`src/rtl/row_router_addr_gen.sv`:
```
// Raster-order coordinate walker that feeds ROUTER_COUNT row routers one group per handshake.
// A partial final group is masked by per-lane valid bits.
module row_router_addr_gen #(
  parameter int ROUTER_COUNT = 4,
  parameter int ADDR_WIDTH   = 8,
  parameter bit WRAP         = 1'b0
) (
  input  logic                                   i_clk,
  input  logic                                   i_nrst,
  input  logic                                   i_reg_clear,
  input  logic                                   i_start,
  input  logic [ADDR_WIDTH-1:0]                  i_o_x,
  input  logic [ADDR_WIDTH-1:0]                  i_o_y,
  input  logic [ADDR_WIDTH-1:0]                  i_o_width,
  input  logic [ADDR_WIDTH-1:0]                  i_o_height,
  input  logic                                   i_ready,
  output logic [ROUTER_COUNT-1:0][ADDR_WIDTH-1:0] o_x,
  output logic [ROUTER_COUNT-1:0][ADDR_WIDTH-1:0] o_y,
  output logic [ROUTER_COUNT-1:0]                o_lane_valid,
  output logic                                   o_valid,
  output logic                                   o_busy,
  output logic                                   o_done
);

  localparam int IW = $clog2(ROUTER_COUNT + 1);

  typedef enum logic [1:0] {IDLE, FILL, HOLD, DONE} state_t;

  state_t                state;
  logic [ADDR_WIDTH-1:0] w, h;
  logic [ADDR_WIDTH-1:0] cur_x, cur_y;
  logic [ADDR_WIDTH-1:0] nxt_x, nxt_y;
  logic [ADDR_WIDTH:0]   x_inc, y_inc;
  logic                  nxt_end;
  logic                  ended;
  logic [IW-1:0]         idx;

  // Successor of the most recently generated coordinate (cur); one extra bit keeps the
  // increment compare safe at the top of the ADDR_WIDTH range.
  assign x_inc = {1'b0, cur_x} + {{ADDR_WIDTH{1'b0}}, 1'b1};
  assign y_inc = {1'b0, cur_y} + {{ADDR_WIDTH{1'b0}}, 1'b1};

  always_comb begin
    nxt_x   = cur_x;
    nxt_y   = cur_y;
    nxt_end = 1'b0;
    if (y_inc < {1'b0, w}) begin
      nxt_y = y_inc[ADDR_WIDTH-1:0];
    end else begin
      nxt_y = '0;
      if (x_inc < {1'b0, h}) begin
        nxt_x = x_inc[ADDR_WIDTH-1:0];
      end else if (WRAP) begin
        nxt_x = '0;
      end else begin
        nxt_x   = '0;
        nxt_end = 1'b1;
      end
    end
  end

  always_ff @(posedge i_clk) begin
    if (!i_nrst || i_reg_clear) begin
      state        <= IDLE;
      w            <= '0;
      h            <= '0;
      cur_x        <= '0;
      cur_y        <= '0;
      ended        <= 1'b0;
      idx          <= '0;
      o_x          <= '0;
      o_y          <= '0;
      o_lane_valid <= '0;
      o_valid      <= 1'b0;
      o_busy       <= 1'b0;
      o_done       <= 1'b0;
    end else begin
      case (state)
        IDLE: begin
          if (i_start) begin
            w      <= i_o_width;
            h      <= i_o_height;
            o_busy <= 1'b1;
            if (i_o_width == '0 || i_o_height == '0 ||
                i_o_x >= i_o_height || i_o_y >= i_o_width) begin
              o_done <= 1'b1;
              state  <= DONE;
            end else begin
              o_x[0]       <= i_o_x;
              o_y[0]       <= i_o_y;
              o_lane_valid <= ROUTER_COUNT'(1);
              cur_x        <= i_o_x;
              cur_y        <= i_o_y;
              ended        <= 1'b0;
              idx          <= IW'(1);
              state        <= FILL;
            end
          end
        end

        FILL: begin
          if (idx == IW'(ROUTER_COUNT)) begin
            o_valid <= 1'b1;
            state   <= HOLD;
          end else begin
            for (int k = 1; k < ROUTER_COUNT; k++) begin
              if (idx == IW'(k)) begin
                if (ended || nxt_end) begin
                  o_x[k]          <= '0;
                  o_y[k]          <= '0;
                  o_lane_valid[k] <= 1'b0;
                end else begin
                  o_x[k]          <= nxt_x;
                  o_y[k]          <= nxt_y;
                  o_lane_valid[k] <= 1'b1;
                end
              end
            end
            // once the map end is seen, cur is frozen and later lanes stay empty
            if (!ended) begin
              cur_x <= nxt_x;
              cur_y <= nxt_y;
              ended <= nxt_end;
            end
            idx <= idx + IW'(1);
          end
        end

        HOLD: begin
          if (i_ready) begin
            o_valid <= 1'b0;
            // a full group that ends exactly on the last point must not start an empty group
            if (ended || nxt_end) begin
              o_x          <= '0;
              o_y          <= '0;
              o_lane_valid <= '0;
              o_done       <= 1'b1;
              state        <= DONE;
            end else begin
              o_x[0]       <= nxt_x;
              o_y[0]       <= nxt_y;
              o_lane_valid <= ROUTER_COUNT'(1);
              cur_x        <= nxt_x;
              cur_y        <= nxt_y;
              idx          <= IW'(1);
              state        <= FILL;
            end
          end
        end

        DONE: begin
          o_x          <= '0;
          o_y          <= '0;
          o_lane_valid <= '0;
          o_done       <= 1'b0;
          o_busy       <= 1'b0;
          state        <= IDLE;
        end

        default: state <= IDLE;
      endcase
    end
  end

endmodule

```
`config.mk`:
```
export PLATFORM = sky130hd
export DESIGN_NAME = row_router_addr_gen
export DESIGN_NICKNAME = d
export VERILOG_FILES = /design/src/rtl/row_router_addr_gen.sv
export SDC_FILE = /design/constraint.sdc
export NUM_CORES = 1
export LEC_CHECK = 0
export BUFFER_PORTS_ARGS = -buffer_cell sky130_fd_sc_hd__clkbuf_2
export CELL_PAD_IN_SITES_DETAIL_PLACEMENT = 1
export CELL_PAD_IN_SITES_GLOBAL_PLACEMENT = 1
export CORE_ASPECT_RATIO = 1.4
export CORE_MARGIN = 8
export CORE_UTILIZATION = 37
export DETAILED_ROUTE_END_ITERATION = 8
export PLACE_DENSITY = 0.78
export SLEW_MARGIN = 20
export SYNTH_ARGS = -nofsm -noshare
export SYNTH_HDL_FRONTEND = slang
export SYNTH_SLANG_ARGS = --single-unit
```
`constraint.sdc`:
```
create_clock -name i_clk -period 3.1 [get_ports i_clk]
set_input_delay 0.775 -clock i_clk [delete_from_list [all_inputs] [get_ports i_clk]]
set_output_delay 0.775 -clock i_clk [all_outputs]
set_load 0.02 [all_outputs]
```
Word level (Yosys, flattened, before mapping) --
Index checks and enable logic that the tools add are counted.
Operators by class: eq/ne operators 19, add/sub/neg operators 3, mux-type cells 74, order comparisons 4, reduce and logical (&&, ||, !) cells 30
Operators with widths (count):
- 8-bit two-way mux | 23
- 24-bit one-hot mux with 3 select lines | 2
- 8-bit one-hot mux with 3 select lines | 4
- 24-bit two-way mux | 3
- 32-bit two-way mux | 2
- 5-bit AND reduction | 7
- 2-bit inequality test, second input constant | 12
- 8-bit by 1-bit adder with 9-bit output, second input constant | 2
- 9-bit by 8-bit < comparator with 1-bit output | 2
- 1-bit two-way mux | 18
- 3-bit two-way mux | 6
- 8-bit >= comparator | 2
- 8-bit logical NOT | 2
- 4-bit two-way mux | 3
- 3-bit one-hot mux with 4 select lines | 1
- 2-bit two-way mux | 5
- 3-bit one-hot mux with 3 select lines | 1
- 3-bit nonzero test | 3
- 2-bit one-hot mux with 4 select lines | 1
- 4-bit AND reduction | 2
- 7-bit AND reduction | 1
- 3-bit by 2-bit equality test with 1-bit output, second input constant | 2
- 1-bit one-hot mux with 2 select lines | 3
- 1-bit one-hot mux with 3 select lines | 2
- other kinds (12) | 21
Word-level totals: input bits 37, output and inout port bits 71, flip-flop bits (word level) 109

Depth between registers and ports, before layout --
Gate-level depths: netlist of run 1.
word-level depth 9, gate-level depth with buffers 15, depth with buffers taken out 13

Worst setup path before layout of run 1 --
OpenSTA, ideal clock, no wires.
path type register to register, start point reg cur_y[0], end point reg cur_y[1], cell stages (with the launch flop) 15, data required time 2.968 ns, library setup time 0.132 ns, clock period less this slack 3.164 ns, data arrival time 3.032 ns, buffers on the path 2, path slack -0.064 ns, path through dfxtp_1 ha_1 nand3_1 nor2_1 xor2_1 ha_1 and3_1 a221oi_1 o21a_1 buf_2 nand3_1 a21o_1 buf_2 a2111oi_0 nor3_1
Between the ends: cells in the longest elaborated chain, start to end 6, elaborated cells between the ends (all ways) 12, classes of those cells add/sub: 1; order compare: 1; eq/ne: 1; mux: 7; reduce/logical: 2
Ends and longest elaborated chain:
- start: declaration | RTL line 31 | logic [ADDR_WIDTH-1:0] cur_x, cur_y;
- start signal: assignment | RTL line 93 | cur_y <= i_o_y;
- start signal: assignment | RTL line 122 | cur_y <= nxt_y;
- start signal: assignment | RTL line 144 | cur_y <= nxt_y;
- 8-bit by 1-bit adder with 9-bit output (*) | RTL line 41 | assign y_inc = {1'b0, cur_y} + {{ADDR_WIDTH{1'b0}}, 1'b1};
- 9-bit by 8-bit < comparator with 1-bit output | RTL line 47 | if (y_inc < {1'b0, w}) begin
- 8-bit two-way mux or 1-bit two-way mux (tied branches) | RTL line 47
- 8-bit two-way mux (tied with other cells) | RTL line 133 | if (ended || nxt_end) begin
- 8-bit two-way mux (tied with other cells) | RTL line 130 | if (i_ready) begin
- 8-bit one-hot mux with 3 select lines or 7-bit AND reduction (tied branches)
Mark *: on every way between the ends. The rest lies on a longest branch, timed or not. The select of a mux whose other input is x is not followed. A chain may end at the register's enable or synchronous reset.

Worst setup path in the final report of run 1 --
start point reg cur_x[5], end point reg cur_x[3]
Between the ends: cells in the longest elaborated chain, start to end 7, elaborated cells between the ends (all ways) 14, classes of those cells add/sub: 1; order compare: 1; eq/ne: 1; mux: 9; reduce/logical: 2
Ends and longest elaborated chain:
- start: declaration | RTL line 31
- start signal: assignment | RTL line 92 | cur_x <= i_o_x;
- start signal: assignment | RTL line 121 | cur_x <= nxt_x;
- start signal: assignment | RTL line 143 | cur_x <= nxt_x;
- 8-bit by 1-bit adder with 9-bit output (*) | RTL line 40 | assign x_inc = {1'b0, cur_x} + {{ADDR_WIDTH{1'b0}}, 1'b1};
- 9-bit by 8-bit < comparator with 1-bit output (*) | RTL line 51 | if (x_inc < {1'b0, h}) begin
- 8-bit two-way mux or 1-bit two-way mux (tied branches) | RTL line 51
- 8-bit two-way mux or 1-bit two-way mux (tied branches) | RTL line 47
- 8-bit two-way mux (tied with other cells) | RTL line 133
- 8-bit two-way mux (tied with other cells) | RTL line 130
- 8-bit one-hot mux with 3 select lines or 7-bit AND reduction (tied branches)
Marked as above.

==> metrics.yaml, run 1 <==
setup_ws_ps: -403
dp_hpwl_microns: 16800
place_area_sq_um: 7300
maxCapViolations: 0
core-area_sq_um: 15500
initial_utilization: 0.376
setup_viol: 90
met3_length_microns: 2100
fin_nets: 1053
area_growth_pct: 56.1
p_leak_nw: 3.81
cts_made_buffers: 9
crit_fanout: 5
grt_pass1_wl_microns: 39000
drv_slew: 0
vdd_drop_max_v: 0.000394
synth-seq-cells: 109
fin_area_sq_um: 9130
num_rows: 54
ys_async_sr_fraction: 0
crit_buf_inv: 2
critPathTopFamily: "simple AND/OR/NAND/NOR gates"
drtAntennaViolNets: 0
crit_chain: "nand4_1 -> nor2_1 -> xor2_1 -> ha_1 -> and3_4 -> nor2b_4 -> or4_4 -> a211oi_4 -> buf_6 -> o2bb2ai_2 -> buf_6 -> o21ai_2 -> mux2i_1"
post-route-min-period_ps: 3500
end_kind: "register"
grt_use_total: 0.251
synth_ff_type: "dfxtp_1"
synth_area_per_cell_sq_um: 7.95
drt-wirelength-per-cell_microns: 26.8
cts_sinks: 109
fmax_ghz: 0.285
fillers: 1825
synth_largest_area_cell: "dfxtp_1"
vias: 7133
synth_top_cells_by_area: "dfxtp_1 (37%), ha_1 (8.8%), nand2_1 (7.6%), a21oi_1 (6.6%), nand3_1 (3.5%)"
grt_max_degree: 47
h-tree-depth: 3
drive_above_1_share: 0.470
die_h_microns: 165
yosysUniqueCellTypes: 63
clk_pin_slew_ps: 80
yosys_warnings: 0
drt-initial-drc-count: 491
register_area_sq_um: 2210
dp_cells: 1105
cp-start-kind: "register"
top_layer_used: "met4"
failed_checks: "setup timing"
drc: 0
synth_top_cell_area_share: 0.373
wirelength_microns: 31600
seq_area_frac_synth: 0.373
synth_edf_count: 0
place.gp.congestion: 0.861
rsz0062_at_grt: "true"
slew_headroom: 0.422
fp.dieW_microns: 122
grt_pass1_vias: 7271
antenna_found_initial: 0
drt_pass1_iterations: 5
outcome: "complete, but fails checks"
worstSetupPathType: "register to register"
crit_top_cell: "buf_6"
io_buffers: 107
clockBufferDepth: 2
max_stage_delay_ps: 540
worst_path_max_delay_cell: "or4_4"
hold_class: "register to register"
synth_nets: 814
multi_input_area_sq_um: 4260
hold_violations: 0
die_area_sq_um: 20100
critPathRequiredTime_ps: 3360
cts_tree: "built"
root_buffer: "clkbuf_16"
syn_inst: 736
p_per_area_nw_per_um2: 568
overflow: 0
arrival_ps: 3760
boundaryPins: 108
dr_wl_met2_microns: 16100
met1_length_microns: 11100
cts_hold_buf: 0
tightest_slew_ps: 867
viasPerCell: 6.07
clk_latency_ps: 370
fin_cells: 1176
finalClockSkew_ps: 9.94
syn_area_sq_um: 5850
post-route-period-util: 1.13
diodes: 0
## final cells by class
class | instances | share of cell area
clock inverters | 7 | 0.00891
clock buffers | 9 | 0.0247
inverters | 43 | 0.0177
multi-input cells | 539 | 0.466
well taps | 196 | 0.0269
flip-flops and latches | 109 | 0.242
repair buffers | 273 | 0.213
## worst reg2reg max path: stages, from the launching register on
cell and delay [ps]:
dfxtp_4 390, nand4_1 160, nor2_1 210, xor2_1 300
ha_1 310, and3_4 200, nor2b_4 130, or4_4 540
a211oi_4 320, buf_6 180, o2bb2ai_2 110, buf_6 180
o21ai_2 80, mux2i_1 280
## cell usage in the layout, fill, tap and decap left out, types with 8 or more instances in the layout
| cell type | n |
|---|---|
| clkbuf_16 | 9 |
| dfxtp_1 | 99 |
| o21ai_2 | 10 |
| a21oi_2 | 18 |
| nor2_1 | 47 |
| nor3_1 | 13 |
| buf_4 | 130 |
| o21ai_1 | 17 |
| nand2_2 | 12 |
| nand3_1 | 13 |
| ha_1 | 38 |
| o21ai_0 | 8 |
| nand2_1 | 100 |
| clkbuf_2 | 107 |
| a21oi_1 | 59 |
| inv_1 | 42 |
| nand3_2 | 22 |
| buf_6 | 32 |
## kinds of logic after synthesis
logic type                 after synthesis  share of synthesized area
AOI/OAI and AO/OA                      196                      0.224
xor gates and xnor gates                12                     0.0180
adders and majority gates               41                     0.0877
buffers and inverters                   88                     0.0633
DFF                                    109                      0.373
muxes                                    9                     0.0156
and+or+nand+nor                        281                      0.218
## where the power goes
part | internal, W | switching (W)
clock network | 0.000642 | 0.000638
logic | 0.00102 | 0.00137
registers | 0.00146 | 0.0000619
## sequential cells by signal (all words and copies together) (netlist names), 2 cells and up
register      cells
o_x              32
w                 8
state             2
o_y              32
cur_y             8
cur_x             8
h                 8
o_lane_valid      4
idx               3
## layer usage
| layer | vias to the layer above | GRT usage |
|---|---|---|
| li1 | 3076 | - |
| met1 | 3543 | 0.252 |
| met2 | 375 | 0.446 |
| met3 | 139 | 0.0585 |
| met4 | 0 | 0.183 |
| met5 | - | 0 |
## synthesized netlist by cell type, types with 7 or more instances
| master | instances |
|---|---|
| buf_2 | 8 |
| nand2_1 | 118 |
| nand3_1 | 41 |
| a221oi_1 | 10 |
| mux2i_1 | 8 |
| a211oi_1 | 7 |
| ha_1 | 41 |
| o21ai_1 | 16 |
| clkbuf_1 | 31 |
| nor2_1 | 53 |
| o21ai_0 | 22 |
| dfxtp_1 | 109 |
| a21oi_1 | 77 |
| inv_1 | 43 |
| nor3_1 | 21 |
| nand2b_1 | 8 |
| and3_1 | 7 |
## per-stage QoR
stage	power, W	hold WS, ps	setup TNS [ps]	utilization	setup WS [ps]
2_1_floorplan	0.00232	432	0	-	5.33
3_3_place_gp	0.00290	442	-8170	0.470	-359
3_5_place_dp	0.00294	450	-20190	0.470	-412
4_1_cts	0.00441	462	-2.21	0.520	-2.21
5_1_grt	0.00531	482	-25120	0.588	-426
6_report	0.00519	466	-21020	0.588	-403
## final timing paths
kind                                from       end  slack (ps)  depth (start not counted)
worst min register to register    o_y[8]    o_y[8]         470                          2
worst max register to register  cur_x[5]  cur_x[3]        -400                         13
worst max-delay path            cur_x[5]  cur_x[3]        -400                         13
worst min-delay path              o_y[8]    o_y[8]         470                          2
## repair_timing
action / CTS / global route
gates cloned: 0 / 8
buffers inserted: 23 / 28
endpoints found under the setup margin: 90 / 90
pin swaps: 35 / 99
gates resized for setup: 67 / 196
No activity file was read; power rests on OpenSTA's default activity.
==> run 2: changes to the inputs <==
Settings changed: CORE_ASPECT_RATIO 1.4 to unset.
==> run 2 against run 1 <==
Against the previous run:
- the run still ends with setup timing left
- clock power is 6% lower
- cell area down 0.52%
- fmax down 3.5%
- register-to-register slack worse by 130 ps
- via count rose by 4.2%
- clock-buffer cell count rose by 3
- flip-flop and latch count unchanged
- final cell count up 2.8%
- largest cell class unchanged
- largest power group unchanged
==> metrics.yaml, run 2 (same netlist as run 1, synthesis figures left out) <==
worstHoldStart: "o_y[18]"
post-route-min-period_ps: 3630  # +126 ps
critPathRequiredTime_ps: 3360  # about the same
setup_viol: 85  # -5.6%
drc: 0  # unchanged
diodes: 0  # unchanged
clk_latency_ps: 380  # about the same
fp.dieW_microns: 142  # +16%
drtAntennaViolNets: 0  # unchanged
die_h_microns: 142  # -14%
p_leak_nw: 3.91  # +2.6%
fin_cells: 1209  # +2.8%
grt_max_degree: 37  # -21%
drt-initial-drc-count: 705  # +44%
boundaryPins: 108  # unchanged
drt-wirelength-per-cell_microns: 26.8  # about the same
crit_fanout: 6  # +1
cts_tree: "built"
drive_above_1_share: 0.436  # -0.0344
fmax_ghz: 0.276  # -3.5%
failed_checks: "setup timing"
timing.rr.start: "cur_x[0]"
clk_pin_slew_ps: 90  # about the same
multi_input_area_sq_um: 4120  # -3.3%
register_area_sq_um: 2200  # -0.34%
reg2reg_to: "o_x[27]"
drt_pass1_iterations: 5  # unchanged
vias: 7433  # +4.2%
root_buffer: "clkbuf_16"
finalClockSkew_ps: 22.2  # +12.3 ps
hold_class: "register to register"
initial_utilization: 0.374  # -0.00277
holdPathEnd: "o_y[18]"
worstSetupStartpoint: "cur_x[0]"
viasPerCell: 6.15  # +1.4%
rr_worst_depth: 18  # +5
met3_usage: 0.0383  # -0.0202
grt.busiest_layer: "met2"
arrival_ps: 3890  # +130 ps
rsz0062_at_grt: "true"
clockBufferDepth: 2  # unchanged
cp-start-kind: "register"
grt_pass1_wl_microns: 37900  # -2.8%
final_common_cell: "buf_4"
place.gp.congestion: 0.878  # +2.0%
slew_headroom: 0.349  # -0.0732
setup_ws_ps: -529  # -126 ps
dp_hpwl_microns: 16500  # -1.8%
grt_pass1_vias: 7085  # -2.6%
drv_slew: 0  # unchanged
tightest_slew_ps: 973  # +106 ps
cts_made_buffers: 9  # unchanged
grt_use_met1: 0.265  # +0.0133
final_util: 0.580  # -0.00736
vdd_drop_max_v: 0.000341  # -13%
area_growth_pct: 55.3
antenna_found_initial: 0  # unchanged
overflow: 0  # unchanged
dp_cells: 1134  # +2.6%
hold_violations: 0  # unchanged
r2r_slack_ps: -530  # -130 ps
h-tree-depth: 3  # unchanged
num_rows: 46  # -15%
use_met2: 0.431  # -0.0148
most-common-layout-cells: "buf_4 (148), nand2_1 (112), clkbuf_2 (107)"
wirelength_microns: 32500  # +2.9%
worstSetupPathType: "register to register"
fillers: 1839  # +0.77%
p_per_area_nw_per_um2: 555  # -2.4%
io_buffers: 107  # unchanged
post-route-period-util: 1.17  # +0.0407
core-area_sq_um: 15700  # +0.74%
grt_use_total: 0.240  # -0.0116
cts_sinks: 109  # unchanged
largestRegisters: "o_x x32, o_y x32"
outcome: "complete, but fails checks"
die_area_sq_um: 20100  # -0.29%
end_kind: "register"
hold_depth: 2  # unchanged
cts_hold_buf: 0  # unchanged
fin_nets: 1066  # +1.2%
maxCapViolations: 0  # unchanged
run 2: cell types whose count changed in the layout (fill, tap and decap cells not counted), moves of 9 or more:
cell	before	now
nand2_2	12	2
nand3_1	13	27
buf_6	32	21
a21oi_1	59	68
buf_4	130	148
nand3_2	22	8
a21oi_2	18	7
nand2_1	100	112
run 2: layout make-up:
| cell class | count | area share |
|---|---|---|
| tap | 216 | 0.0298 |
| sequential | 109 | 0.243 |
| inverter | 43 | 0.0178 |
| multi-input combinational | 540 | 0.453 |
| timing repair buffer | 285 | 0.225 |
| clock buffer | 12 | 0.0282 |
| clock inverter | 4 | 0.00331 |
run 2: stage by stage:
step / setup slack [ps] / instance area [sq um] / setup TNS, ps / hold slack, ps / total power, W
after detailed placement: -317 / 7430 / -12110 / 448 / 0.00299
after floorplan: 5.33 / 5880 / 0 / 432 / 0.00232
after global placement: -204 / 7430 / -3320 / 445 / 0.00296
final: -529 / 9080 / -24940 / 453 / 0.00504
after CTS: -6.05 / 8080 / -10.5 / 458 / 0.00427
after global routing: -612 / 9080 / -32790 / 474 / 0.00516
run 2: power breakdown:
part / switching [W] / total (W) / leakage (nW) / internal [W]
combinational: 0.00134 / 0.00233 / 2.88 / 0.000988
clock: 0.000602 / 0.00120 / 0.139 / 0.000595
sequential: 0.0000604 / 0.00152 / 0.888 / 0.00146
total: 0.00200 / 0.00504 / 3.91 / 0.00304
run 2: worst max path at each step:
| stage | end | depth (start not counted) |
|---|---|---|
| 3_5_place_dp | o_y[3] | 11 |
| 6_report | o_x[27] | 18 |
| 4_1_cts | o_x[0] | 14 |
| 3_3_place_gp | o_y[3] | 11 |
| 2_1_floorplan | cur_x[2] | 12 |
| 5_1_grt | o_x[27] | 18 |
run 2: what timing repair did:
| action | in CTS | in global routing |
|---|---|---|
| resized for setup | 44 | 149 |
| gates cloned | 0 | 7 |
| setup buffers | 24 | 28 |
| pin swaps | 20 | 59 |
| setup endpoints to repair | 87 | 90 |
run 2: layer usage:
| metal | routed length (microns) | share of wire |
|---|---|---|
| met1 | 12100 | 0.37 |
| met2 | 15800 | 0.49 |
| met3 | 1910 | 0.059 |
| met4 | 2670 | 0.082 |
| met5 | 0 | 0 |
run 2: worst max-delay path, cell delays in order, from the launching register on:
cell and delay, ps:
dfxtp_4 400, ha_4 200, nand2_4 90, nor2_4 100
xor2_1 250, ha_1 330, and3_4 190, nor2b_4 130
buf_4 140, nor4_2 260, buf_4 210, buf_4 110
a22oi_2 110, buf_4 190, o21ai_4 170, buf_12 170
buf_12 130, nand2_1 100, a21oi_1 240
